===== src/rtl/pmem_line_arbiter_pkg.sv =====
// Shared types for the I/D cacheline arbiter onto the single pmem port.
// Client and FSM encodings plus the cacheline offset width.
package pmem_arb_types;

    typedef enum logic [1:0] {
        IDLE,
        SERVE_I,
        SERVE_D
    } arb_state_t;

    typedef enum logic {
        CLIENT_I,
        CLIENT_D
    } arb_client_t;

    localparam int LINE_OFFSET_W = 5;

endpackage


===== src/rtl/pmem_line_arbiter_sat_counter.sv =====
// Saturating event counter; sticks at all-ones instead of wrapping.
// Used for per-client completed-transaction accounting.
module sat_counter #(
    parameter int CNT_W = 32
) (
    input  logic             clk,
    input  logic             rst,
    input  logic             inc,
    output logic [CNT_W-1:0] count
);

    always_ff @(posedge clk or negedge rst) begin
        if (!rst) begin
            count <= '0;
        end else if (inc && (count != {CNT_W{1'b1}})) begin
            count <= count + CNT_W'(1);
        end
    end

endmodule


===== src/rtl/pmem_line_arbiter.sv =====
// Round-robin arbiter merging I-cache and D-cache line requests onto
// one pmem port; address/wdata/op are latched for the whole transaction.
module pmem_line_arbiter
    import pmem_arb_types::*;
#(
    parameter int ADDR_W = 32,
    parameter int LINE_W = 256,
    parameter int CNT_W  = 32
) (
    input  logic              clk,
    input  logic              rst,
    input  logic              i_pmem_read,
    input  logic [ADDR_W-1:0] i_pmem_address,
    output logic [LINE_W-1:0] i_pmem_rdata,
    output logic              i_pmem_resp,
    input  logic              d_pmem_read,
    input  logic              d_pmem_write,
    input  logic [ADDR_W-1:0] d_pmem_address,
    input  logic [LINE_W-1:0] d_pmem_wdata,
    output logic [LINE_W-1:0] d_pmem_rdata,
    output logic              d_pmem_resp,
    output logic              pmem_read,
    output logic              pmem_write,
    output logic [ADDR_W-1:0] pmem_address,
    output logic [LINE_W-1:0] pmem_wdata,
    input  logic [LINE_W-1:0] pmem_rdata,
    input  logic              pmem_resp,
    output logic [CNT_W-1:0]  i_grant_cnt,
    output logic [CNT_W-1:0]  d_grant_cnt
);

    arb_state_t        state, state_next;
    arb_client_t       last_grant, last_grant_next;
    logic [ADDR_W-1:0] addr_q, addr_next;
    logic [LINE_W-1:0] wdata_q, wdata_next;
    logic              write_q, write_next;
    logic              i_req, d_req;
    logic              serve_i, serve_d;
    logic              i_done, d_done;

    function automatic logic [ADDR_W-1:0] align(
        input logic [ADDR_W-1:0] a
    );
        return {a[ADDR_W-1:LINE_OFFSET_W], {LINE_OFFSET_W{1'b0}}};
    endfunction

    assign i_req = i_pmem_read;
    assign d_req = d_pmem_read | d_pmem_write;

    always_ff @(posedge clk or negedge rst) begin
        if (!rst) begin
            state      <= IDLE;
            last_grant <= CLIENT_D;
            addr_q     <= '0;
            wdata_q    <= '0;
            write_q    <= 1'b0;
        end else begin
            state      <= state_next;
            last_grant <= last_grant_next;
            addr_q     <= addr_next;
            wdata_q    <= wdata_next;
            write_q    <= write_next;
        end
    end

    always_comb begin
        state_next      = state;
        last_grant_next = last_grant;
        addr_next       = addr_q;
        wdata_next      = wdata_q;
        write_next      = write_q;
        unique case (state)
            IDLE: begin
                // I wins unless D also asks and I was served last
                if (i_req && (!d_req || last_grant == CLIENT_D)) begin
                    state_next      = SERVE_I;
                    last_grant_next = CLIENT_I;
                    addr_next       = align(i_pmem_address);
                    wdata_next      = d_pmem_wdata;
                    write_next      = 1'b0;
                end else if (d_req) begin
                    state_next      = SERVE_D;
                    last_grant_next = CLIENT_D;
                    addr_next       = align(d_pmem_address);
                    wdata_next      = d_pmem_wdata;
                    write_next      = d_pmem_write;
                end
            end
            SERVE_I, SERVE_D: begin
                if (pmem_resp) begin
                    state_next = IDLE;
                end
            end
            default: state_next = IDLE;
        endcase
    end

    assign serve_i = (state == SERVE_I);
    assign serve_d = (state == SERVE_D);
    assign i_done  = serve_i & pmem_resp;
    assign d_done  = serve_d & pmem_resp;

    assign pmem_read    = serve_i | (serve_d & ~write_q);
    assign pmem_write   = serve_d & write_q;
    assign pmem_address = addr_q;
    assign pmem_wdata   = wdata_q;

    assign i_pmem_resp  = i_done;
    assign d_pmem_resp  = d_done;
    assign i_pmem_rdata = pmem_rdata;
    assign d_pmem_rdata = pmem_rdata;

    sat_counter #(.CNT_W(CNT_W)) u_i_cnt (
        .clk   (clk),
        .rst   (rst),
        .inc   (i_done),
        .count (i_grant_cnt)
    );

    sat_counter #(.CNT_W(CNT_W)) u_d_cnt (
        .clk   (clk),
        .rst   (rst),
        .inc   (d_done),
        .count (d_grant_cnt)
    );

    // simultaneous D read+write is a client bug; write wins in the FSM
    a_d_rw_excl: assert property (
        @(posedge clk) disable iff (!rst)
        !(d_pmem_read && d_pmem_write)
    );

endmodule


===== config.mk =====
export PLATFORM = sky130hd
export DESIGN_NAME = pmem_line_arbiter
export DESIGN_NICKNAME = d
export VERILOG_FILES = /design/src/rtl/pmem_line_arbiter_pkg.sv /design/src/rtl/pmem_line_arbiter_sat_counter.sv /design/src/rtl/pmem_line_arbiter.sv
export SDC_FILE = /design/constraint.sdc
export NUM_CORES = 1
export LEC_CHECK = 0
export ABC_AREA = 1
export ABC_CLOCK_PERIOD_IN_PS = 5600
export BUFFER_PORTS_ARGS = -buffer_cell sky130_fd_sc_hd__buf_2
export CAP_MARGIN = 10
export CELL_PAD_IN_SITES_DETAIL_PLACEMENT = 1
export CELL_PAD_IN_SITES_GLOBAL_PLACEMENT = 2
export CORE_AREA = 2 2 560 562
export DETAILED_ROUTE_END_ITERATION = 12
export DIE_AREA = 0 0 562 564
export GPL_TIMING_DRIVEN = 0
export PLACE_DENSITY = 0.4
export SYNTH_ARGS = -nofsm -noshare
export SYNTH_HDL_FRONTEND = slang
export SYNTH_HIERARCHICAL = 1
export SYNTH_SLANG_ARGS = --single-unit

===== constraint.sdc =====
create_clock -name clk -period 5.6 [get_ports clk]
set_input_delay 0.28 -clock clk [delete_from_list [all_inputs] [get_ports clk]]
set_output_delay 0.28 -clock clk [all_outputs]
set_load 0.005 [all_outputs]

==> results.yml, run 1 <==
status:
  status: "finished clean"
cells_and_area:
  drive_gt1_share_pct: 46.3
  stdcell_count: 8273
  area_growth_pct: 81.9
  final_nets: 4656
timing:
  layout_min_cycle_time_ns: 2.88
  setup_violations: 0
  skew_ns: 0.0328
  fin_ws_ns: 2.72
  fmax_ghz: 0.348
  tightest_slew_ns: 1.03
  rsz0062_at_grt: "false"
  timing.final.crit_share_pct: 51.3
  drv_slew: 0
  max_slew_margin_pct: 31.0
  hold_violations: 0
synthesis:
  synth_cell_type_count: 30
  synth_edf_count: 0
  yosys-top-cells-count: "nand2_1 (1,144), buf_4 (544), dfrtp_1 (350)"
  ys_ff_latch: 351
  syn_area_per_cell_um2: 7.77
  synth_area_leader_cell: "dfrtp_1"
  async_reset_ff_share_pct: 100
  synthFlopType: "dfrtp_1"
  ys_seq_area_share_pct: 44.6
  synth.top_cell.area_share_pct: 44.5
  yosysMostFrequentCell: "nand2_1"
  ys_top_cells_by_area: "dfrtp_1 (44%), nand2_1 (22%), buf_4 (21%)"
  syn_area_um2: 19700
  netlist_instances: 2534
  synth_warnings: 6
detailed_routing:
  ant_nets: 0
  drtPass1Iterations: 5
  drt_iter0_markers: 704
  wl_um: 168000
  num_vias: 21600
  via_per_inst: 2.62
  drcViolationCount: 0
  post_drt_wl_per_cell_um: 20.3
power_and_ir_drop:
  powerDensity_nw_per_um2: 423
  leakage_nw: 18.2
  peakVddDrop_mv: 0.228
setup_path:
  reg2reg_from: "state[1]$_DFFE_PN0P_"
  arrival_ns: 3.45
  critPathKind: "flip-flop to flip-flop"
  r2r_end: "u_i_cnt/count[26]$_DFFE_PN0P_"
  reg2regPathDepth: 11
  worstPathRequired_ns: 6.18
  reg2reg_setup_slack_ns: 2.72
  start_kind: "flip-flop"
  worstPathMaxFanout: 7
  cp-end-kind: "flip-flop"
placement:
  placedCellCount: 7860
  preCtsSetupSlack_ns: 2.45
  dp_hpwl_um: 148000
  gp_congestion: 0.829
  numPortBuffers: 1178
grt:
  grt.overflow.total: 0
  grt_max_degree: 96
  grt_pass1_wl_um: 216000
  grt_pass1_vias: 23200
  antenna_found_initial: 42
  grt.total_usage_pct: 10.2
hold_path:
  min_from: "d_pmem_wdata[37]"
  min_to: "pmem_wdata[37]$_DFFE_PN0P_"
  hold_depth: 3
  worstHoldPathType: "input port to flip-flop"
clock_network:
  htreeDepth: 2
  cts_tree: "yes"
  postCtsSetupBuffers: 0
  root_buffer: "clkbuf_16"
  cts_buffers: 56
  cts_resized: 0
  cts_buffer_depth: 3
  clk_latency_ns: 0.68
  clock-sinks: 351
  clk_pin_slew_ns: 0.06
run:
  max_cap_violations: 0
floorplanning:
  ioPinCount: 1450
  rows: 205
  core_um2: 311000
  die_h_um: 564
  start_util_pct: 6.34
  die_area_um2: 317000
  fp.dieW_um: 562
## per-layer routing
layer	GRT usage (%)	part of all wire [%]	vias to the layer above	routed length [um]
met3	6.54	14	130	24000
met5	0	0.033	-	55
met1	11.9	41	10300	68300
met4	1.83	1.5	8	2590
met2	15.6	43	910	73000
li1	-	-	10300	-
## worst max-delay path by stage
stage,start,to,slack (ns)
detailed placement,state[1]$_DFFE_PN0P_,u_i_cnt/count[26]$_DFFE_PN0P_,2.45
global placement,rst,pmem_wdata[28]$_DFFE_PN0P_,-5.02
global route,state[1]$_DFFE_PN0P_,u_i_cnt/count[28]$_DFFE_PN0P_,2.34
CTS,state[1]$_DFFE_PN0P_,u_i_cnt/count[26]$_DFFE_PN0P_,2.45
floorplan,state[0]$_DFFE_PN0P_,u_d_cnt/count[26]$_DFFE_PN0P_,3.78
finish,state[1]$_DFFE_PN0P_,u_i_cnt/count[26]$_DFFE_PN0P_,2.72
## cell families after synthesis
logic type | after synthesis | share of synthesized area, %
AND/OR/NAND/NOR | 1424 | 29.1
XOR/XNOR | 16 | 0.711
flip-flops | 351 | 44.6
buffers and inverters | 721 | 24.7
AO/OA/AOI/OAI | 16 | 0.521
other | 1 | 0.0190
adder cells (fa/ha/maj) | 5 | 0.318
## registers in the layout (all words and copies together) (netlist names)
signal / flops
pmem_wdata: 256
pmem_address: 27
u_d_cnt/count: 32
last_grant: 1
write_q: 1
u_i_cnt/count: 32
state: 2
## layout make-up
class                   count  area (um^2)
diodes                     16         40.0
plain buffers             598         4400
clock buffers              80         1600
clock inverters            26          367
fillers                 37500       275000
inverters                 123          462
multi-input cells        1466         6060
flip-flops and latches    351         8780
well taps                4140         5180
repair buffers           1473         8930
## worst max-delay path: stages, from the launching register on
cell and delay [ns]:
dfrtp_1 0.40, inv_1 0.09, ha_1 0.18, nand2_1 0.27
inv_1 0.44, inv_1 0.19, nor2_1 0.31, nand2_1 0.09
nor2_1 0.50, nand3_1 0.16, nand2_1 0.09, nand2_1 0.05
## what timing repair did
| action | 4_1_cts | 5_1_grt |
|---|---|---|
| hold buffers | 291 | 0 |
| setup endpoints to repair | 0 | 0 |
| endpoints found under the hold margin | 446 | 0 |
## placed cells by master, fill, tap and decap left out, types with 3 or more instances in the layout
master and count:
clkbuf_16 57, nand4_1 20, buf_2 1217, inv_6 3, a21oi_2 3, nand3b_1 16, o21ai_0 8, diode_2 16
inv_1 121, buf_6 6, nor2_4 8, buf_16 4, clkbuf_8 9, nand2_1 1144, conb_1 5, clkinv_2 6
buf_8 3, ha_1 5, nor2_2 4, nand2_2 16, dlygate4sd3_1 291, clkbuf_1 20, clkinvlp_4 7, nand3_1 103
bufinv_16 8, nand2_4 4, xnor2_1 14, nor2_1 105, dfrtp_1 350, buf_4 544
## stage by stage
stage / hold WS [ns] / utilization, % / area [um^2] / TNS [ns] / total power [mW]
floorplan: -0.0156 / - / 19700 / 0 / 6.79
global placement: 0.451 / 9.90 / 30800 / -1696.74 / 11.6
detailed placement: 0.138 / 9.94 / 30900 / 0 / 11.6
CTS: 0.00601 / 11.5 / 35800 / 0 / 16.1
global route: 0.0207 / 11.5 / 35800 / 0 / 16.8
finish: 0.0295 / 11.5 / 35800 / 0 / 15.2
## power breakdown
group	switching [mW]	internal, mW
clock network	1.56	2.35
logic	4.73	2.26
registers	0.641	3.63
(Power assumes the default switching activity.)
==> inputs of run 2 (changes only) <==
--- a/config.mk
+++ b/config.mk
@@ -5,15 +5,15 @@
 export SDC_FILE = /design/constraint.sdc
 export NUM_CORES = 1
 export LEC_CHECK = 0
-export ABC_AREA = 1
-export ABC_CLOCK_PERIOD_IN_PS = 5600
+export ABC_AREA = 0
+export ABC_CLOCK_PERIOD_IN_PS = 2440
 export BUFFER_PORTS_ARGS = -buffer_cell sky130_fd_sc_hd__buf_2
 export CAP_MARGIN = 10
 export CELL_PAD_IN_SITES_DETAIL_PLACEMENT = 1
 export CELL_PAD_IN_SITES_GLOBAL_PLACEMENT = 2
-export CORE_AREA = 2 2 560 562
+export CORE_AREA = 2 2 562 564
 export DETAILED_ROUTE_END_ITERATION = 12
-export DIE_AREA = 0 0 562 564
+export DIE_AREA = 0 0 564 566
 export GPL_TIMING_DRIVEN = 0
 export PLACE_DENSITY = 0.4
 export SYNTH_ARGS = -nofsm -noshare
==> constraint.sdc (replaced) <==
create_clock -name clk -period 2.44 [get_ports clk]
set_input_delay 0.122 -clock clk [delete_from_list [all_inputs] [get_ports clk]]
set_output_delay 0.122 -clock clk [all_outputs]
set_load 0.005 [all_outputs]
==> run 2 against run 1 <==
Effect of this change: synthesized area down 7.1%; fmax up 28%; worst hold slack better by 0.097 ns; register-to-register slack worse by 2.5 ns; clock power up 120%; non-clock buffer count up 24; die area up 0.71%; global-route usage down 1.1 points; setup slack worse by 2.5 ns; final cell count down 4.9%; via count down 8.5%.
==> results.yml, run 2 <==
cells_and_area:
  final_nets: 4230
  largest_register_ffs: 256
  layout_common_cells: "buf_2 (1,228), nand2_1 (800), buf_4 (525)"
  area_growth_pct: 89.6
  fin_area_um2: 34700
  drive_gt1_share_pct: 51.2
  layout_commonest_cell: "buf_2"
timing:
  layout_min_cycle_time_ns: 2.25
  hold_violations: 0
  timing.final.crit_share_pct: 92.2
  tightest_slew_ns: 0.961
  fmax_ghz: 0.445
  max_slew_margin_pct: 35.9
  setup_tns_ns: 0
  setup_violations: 0
  rsz0062_at_grt: "false"
  skew_ns: 0.0372
  hold_ws_ns: 0.127
  drv_slew: 0
placement:
  numPortBuffers: 1177
  place_area_um2: 29500
  dp_hpwl_um: 131000
  gp_congestion: 0.799
setup_path:
  worstPathRequired_ns: 3.01
  crit_chain: "inv_1 > ha_1 > and2_4 > and3_1 > nand3_1 > nor3_2 > nand4_1 > xnor2_1"
  cp-end-kind: "flip-flop"
  start_kind: "flip-flop"
  r2r_end: "u_d_cnt/count[25]$_DFFE_PN0P_"
  reg2regPathDepth: 8
  max_stage_delay_ns: 0.40
  worstPathMaxFanout: 7
  critPathKind: "flip-flop to flip-flop"
  crit_path_top_delay_cell: "dfrtp_1"
  reg2reg_setup_slack_ns: 0.19
  arrival_ns: 2.82
  reg2reg_from: "state[0]$_DFFE_PN0P_"
clock_network:
  cts_tree: "yes"
  clk_latency_ns: 0.73
  root_buffer: "clkbuf_16"
  clock-sinks: 351
  htreeDepth: 2
  cts_buffers: 54
  clk_pin_slew_ns: 0.06
  cts_buffer_depth: 3
grt:
  grt_pass1_vias: 21700
  antenna_found_initial: 29
  grt.overflow.total: 0
  grt_pass1_wl_um: 198000
  grt.total_usage_pct: 9.09
  grt_max_degree: 83
synthesis:
  synth_top_family_by_area: "buffers and inverters"
  syn_area_um2: 18300
  synth_area_leader_cell: "dfrtp_1"
  synth-compound-area-share_pct: 3.53
  netlist_instances: 2083
  synthFlopType: "dfrtp_1"
  yosys-top-cells-count: "nand2_1 (802), buf_4 (517), dfrtp_1 (350)"
  yosysMostFrequentCell: "nand2_1"
  synth.top_cell.area_share_pct: 47.9
  ys_ff_latch: 351
  synth_mux_area_share_pct: 0.246
  synth_cell_type_count: 45
  synth-xor-area-share_pct: 2.78
  synthAdderAreaFrac_pct: 0.342
  synth_edf_count: 0
  synth_warnings: 6
  yosys.area_share.simple_pct: 21.6
  ys_seq_area_share_pct: 48.0
  ys_top_cells_by_area: "dfrtp_1 (48%), buf_4 (21%), nand2_1 (16%)"
  async_reset_ff_share_pct: 100
  syn_area_per_cell_um2: 8.78
run:
  max_cap_violations: 0
detailed_routing:
  ant_nets: 0
  drcViolationCount: 0
  drt_iter0_markers: 648
  wl_um: 151000
  num_vias: 19800
  drtPass1Iterations: 4
  via_per_inst: 2.52
  post_drt_wl_per_cell_um: 19.2
floorplanning:
  rows: 206
  start_util_pct: 5.84
  die_h_um: 566
  core_um2: 313000
  fp.dieW_um: 564
  ioPinCount: 1450
  die_area_um2: 319000
hold_path:
  worstHoldPathType: "input port to flip-flop"
  min_to: "pmem_wdata[172]$_DFFE_PN0P_"
  min_from: "d_pmem_wdata[172]"
  hold_depth: 4
power_and_ir_drop:
  powerDensity_nw_per_um2: 965
  peakVddDrop_mv: 0.476
  leakage_nw: 17.2
status:
  status: "finished clean"
[run 2: cell count changes after synthesis, moves of 10 or more]
cell and change:
nand4_1 +10, nand3b_1 -14, nand3_1 -73, a31oi_1 +29, inv_1 -114, a21oi_1 +31, nand2_2 -14, buf_4 -27
xnor2_1 +34, nor2_1 -58, nand2_1 -342, o21ai_0 +20, buf_2 +20
[run 2: cell type report]
class / instances / area, um^2
Multi-Input combinational cell: 1134 / 5270
Inverter: 7 / 26.3
Antenna cell: 21 / 52.6
Clock inverter: 19 / 287
Tap cell: 4160 / 5200
Fill cell: 37600 / 279000
Clock buffer: 79 / 1570
Timing Repair Buffer: 1500 / 9200
Sequential cell: 351 / 8780
Buffer: 595 / 4300
[run 2: routing by layer]
layer	up-vias	global-route usage [%]	routed length, um
li1	9201	-	-
met1	9477	9.59	56100
met2	967	16.0	73800
met3	151	3.84	15800
met4	4	3.38	5090
met5	-	0	27
[run 2: where the power goes]
group	switching [mW]	leakage, nW	total (mW)	internal, mW
registers	1.52	4.35	9.85	8.34
clock network	3.50	0.900	8.47	4.97
logic	10.0	11.9	15.2	5.14
total	15.0	17.2	33.5	18.4
[run 2: how the worst max path moves through the flow]
stage | slack (ns) | startpoint | endpoint
after floorplan | 0.51 | state[0]$_DFFE_PN0P_ | u_d_cnt/count[29]$_DFFE_PN0P_
after global placement | -8.05 | rst | pmem_address[22]$_DFFE_PN0P_
after detailed placement | -0.73 | state[0]$_DFFE_PN0P_ | pmem_wdata[6]$_DFFE_PN0P_
after CTS | 0.0008 | state[0]$_DFFE_PN0P_ | pmem_wdata[5]$_DFFE_PN0P_
after global routing | 0.05 | rst | u_i_cnt/count[22]$_DFFE_PN0P_
final | 0.19 | state[0]$_DFFE_PN0P_ | u_d_cnt/count[25]$_DFFE_PN0P_
[run 2: logic make-up after synthesis]
| group | count (synthesis) |
|---|---|
| flops | 351 |
| fa+ha+maj | 5 |
| compound gates | 103 |
| other cells | 1 |
| buf+inv | 602 |
| mux | 4 |
| simple gates | 959 |
| xor+xnor | 58 |
[run 2: worst max-delay path, delay by kind of cell, from the launching register on]
kind | cells | cell delay [ns]
flip-flops | 1 | 0.40
AND/OR/NAND/NOR | 5 | 1.28
adder cells (fa/ha/maj) | 1 | 0.19
buffers and inverters | 1 | 0.09
XOR/XNOR | 1 | 0.15
[run 2: through the flow]
stage / power, mW / utilization [%] / setup slack [ns] / cells
floorplan: 15.5 / - / 0.508 / 2087
global placement: 25.6 / 9.38 / -8.05 / 7424
detailed placement: 25.7 / 9.42 / -0.731 / 7428
CTS: 35.2 / 11.0 / 0.000830 / 7843
global route: 36.7 / 11.1 / 0.0455 / 7858
finish: 33.5 / 11.1 / 0.191 / 7866
[run 2: timing repair]
| action | 4_1_cts | 5_1_grt |
|---|---|---|
| gates cloned | 0 | 0 |
| pin swaps | 2 | 1 |
| endpoints found under the setup margin | 260 | 61 |
| hold buffers | 316 | 0 |
| buffers inserted | 1 | 2 |
| endpoints found under the hold margin | 499 | 0 |
| gates resized for setup | 18 | 7 |
==> inputs of run 3 (changes only) <==
--- a/config.mk
+++ b/config.mk
@@ -6,16 +6,16 @@
 export NUM_CORES = 1
 export LEC_CHECK = 0
 export ABC_AREA = 0
-export ABC_CLOCK_PERIOD_IN_PS = 2440
+export ABC_CLOCK_PERIOD_IN_PS = 2700
 export BUFFER_PORTS_ARGS = -buffer_cell sky130_fd_sc_hd__buf_2
 export CAP_MARGIN = 10
 export CELL_PAD_IN_SITES_DETAIL_PLACEMENT = 1
 export CELL_PAD_IN_SITES_GLOBAL_PLACEMENT = 2
-export CORE_AREA = 2 2 562 564
+export CORE_AREA = 2 2 573 575
 export DETAILED_ROUTE_END_ITERATION = 12
-export DIE_AREA = 0 0 564 566
+export DIE_AREA = 0 0 575 577
 export GPL_TIMING_DRIVEN = 0
-export PLACE_DENSITY = 0.4
+export PLACE_DENSITY = 0.38
 export SYNTH_ARGS = -nofsm -noshare
 export SYNTH_HDL_FRONTEND = slang
 export SYNTH_HIERARCHICAL = 1
==> constraint.sdc (replaced) <==
create_clock -name clk -period 2.7 [get_ports clk]
set_input_delay 0.135 -clock clk [delete_from_list [all_inputs] [get_ports clk]]
set_output_delay 0.135 -clock clk [all_outputs]
set_load 0.005 [all_outputs]
==> run 3 against run 2 <==
Effect of this change: clock skew down 0.0061 ns; power is 9.7% lower; sequential share of layout area down 0.13 points; setup slack improved by 0.00053 ns; worst hold slack improved by 0.061 ns; sequential power down 9.8%; global-route usage decreased by 0.32 points; critical path depth down 1; via count rose by 1.1%; critical path type is now input port to flip-flop; critical endpoint is now pmem_address[27]$_DFFE_PN0P_.
==> results.yml, run 3 (synthesized netlist as in run 2, its figures left out) <==
timing:
  fmax_ghz: 0.399
  layout_min_cycle_time_ns: 2.51
  hold_violations: 0
  rsz0062_at_grt: "false"
  hold_ws_ns: 0.188
  max_slew_margin_pct: 26.9
  setup_tns_ns: 0
  tightest_slew_ns: 1.10
  fin_ws_ns: 0.192
  drv_slew: 0
  skew_ns: 0.0312
  setup_violations: 0
  timing.final.crit_share_pct: 92.9
power_and_ir_drop:
  p_int_mw: 16.8
  switching_share_pct: 44.4
  leakage_nw: 17.2
  clkPwrFrac_pct: 25.2
  seqPwrFrac_pct: 29.4
  comb_power_share_pct: 45.4
  powerDensity_nw_per_um2: 867
  p_total_mw: 30.2
  peakVddDrop_mv: 0.509
  p_sw_mw: 13.4
run:
  max_cap_violations: 0
detailed_routing:
  post_drt_wl_per_cell_um: 18.8
  wl_um: 152000
  drtPass1Iterations: 5
  drcViolationCount: 0
  ant_nets: 0
  drt_iter0_markers: 568
  num_vias: 20000
  via_per_inst: 2.48
setup_path:
  worstPathMaxFanout: 10
  crit_chain: "dlygate4sd3_1 > clkbuf_2 > o31ai_4 > clkbuf_1 > a31oi_1 > a21oi_1 > dlygate4sd3_1"
  max_stage_delay_ns: 0.75
  cp-end-kind: "flip-flop"
  start_kind: "input port"
  crit_path_top_delay_cell: "o31ai_4"
  cp_common_cell: "dlygate4sd3_1"
  arrival_ns: 3.15
  worstPathRequired_ns: 3.35
  critPathKind: "input port to flip-flop"
cells_and_area:
  final_nets: 4232
  drive_gt1_share_pct: 50.9
  layout_common_cells: "buf_2 (1,232), nand2_1 (802), buf_4 (520)"
  fin_util_pct: 10.7
  fin_area_um2: 34900
  layout_commonest_cell: "buf_2"
  stdcell_count: 8057
  area_growth_pct: 90.6
  largest_register_ffs: 256
placement:
  dp_hpwl_um: 131000
  preCtsSetupSlack_ns: -0.249
  placedCellCount: 7615
  place_area_um2: 29800
  gp_congestion: 0.829
  numPortBuffers: 1177
clock_network:
  cts_buffers: 56
  cts_tree: "yes"
  clock-sinks: 351
  htreeDepth: 2
  clk_pin_slew_ns: 0.06
  postCtsSetupBuffers: 0
  clk_latency_ns: 0.71
  root_buffer: "clkbuf_16"
  cts_buffer_depth: 3
floorplanning:
  die_h_um: 577
  rows: 210
  fp.dieW_um: 575
  start_util_pct: 5.61
  ioPinCount: 1450
  die_area_um2: 332000
  core_um2: 326000
hold_path:
  worstHoldPathType: "input port to flip-flop"
grt:
  grt_pass1_vias: 21700
  grt.total_usage_pct: 8.78
  grt_max_degree: 91
  antenna_found_initial: 56
  grt_pass1_wl_um: 199000
  grt.overflow.total: 0
status:
  status: "finished clean"
[run 3: path summary, 6_finish.rpt]
| path | from | endpoint | slack, ns | depth (start not counted) |
|---|---|---|---|---|
| min in group asynchronous | rst | pmem_wdata[3]$_DFFE_PN0P_ | 0.59 | 4 |
| worst max-delay path | d_pmem_write | pmem_address[27]$_DFFE_PN0P_ | 0.19 | 7 |
| max in group asynchronous | rst | pmem_wdata[77]$_DFFE_PN0P_ | 0.90 | 5 |
| worst min register to register | pmem_wdata[27]$_DFFE_PN0P_ | pmem_wdata[27]$_DFFE_PN0P_ | 0.47 | 2 |
| worst max register to register | last_grant$_DFFE_PN1P_ | pmem_address[26]$_DFFE_PN0P_ | 0.21 | 6 |
| worst min-delay path | d_pmem_wdata[211] | pmem_wdata[211]$_DFFE_PN0P_ | 0.19 | 4 |
[run 3: layout make-up]
class	count	area (um^2)
multi-input combinational	1134	5230
sequential	351	8780
fill	39100	291000
buffer	595	4280
antenna	23	57.6
clock buffer	83	1610
clock inverter	18	208
tap	4346	5440
timing repair buffer	1500	9230
inverter	7	26.3
[run 3: routing by layer]
layer / part of all wire, % / track usage [%] / vias to the layer above
li1: - / - / 9228
met1: 40 / 10.1 / 9604
met2: 47 / 14.9 / 1015
met3: 11 / 4.00 / 147
met4: 2.1 / 1.86 / 18
met5: 0.080 / 0 / -
[run 3: what timing repair did]
action / CTS / global route
endpoints found under the hold margin: 551 / 0
gates resized for setup: 6 / 5
gates cloned: 0 / 0
hold buffers: 318 / 0
setup endpoints to repair: 30 / 12
[run 3: power groups by stage]
stage	sequential (mW)	clock (mW)	combinational, mW
5_1_grt	9.22	8.29	15.7
3_5_place_dp	9.01	0	14.0
6_report	8.88	7.63	13.7
2_1_floorplan	8.94	0	5.05
3_3_place_gp	8.94	0	14.1
4_1_cts	8.94	8.23	14.8
[run 3: critical path: cells and delay by family]
family                 cells  cell delay, ns
AOI/OAI and AO/OA          3            1.06
buffers and inverters      4            1.95
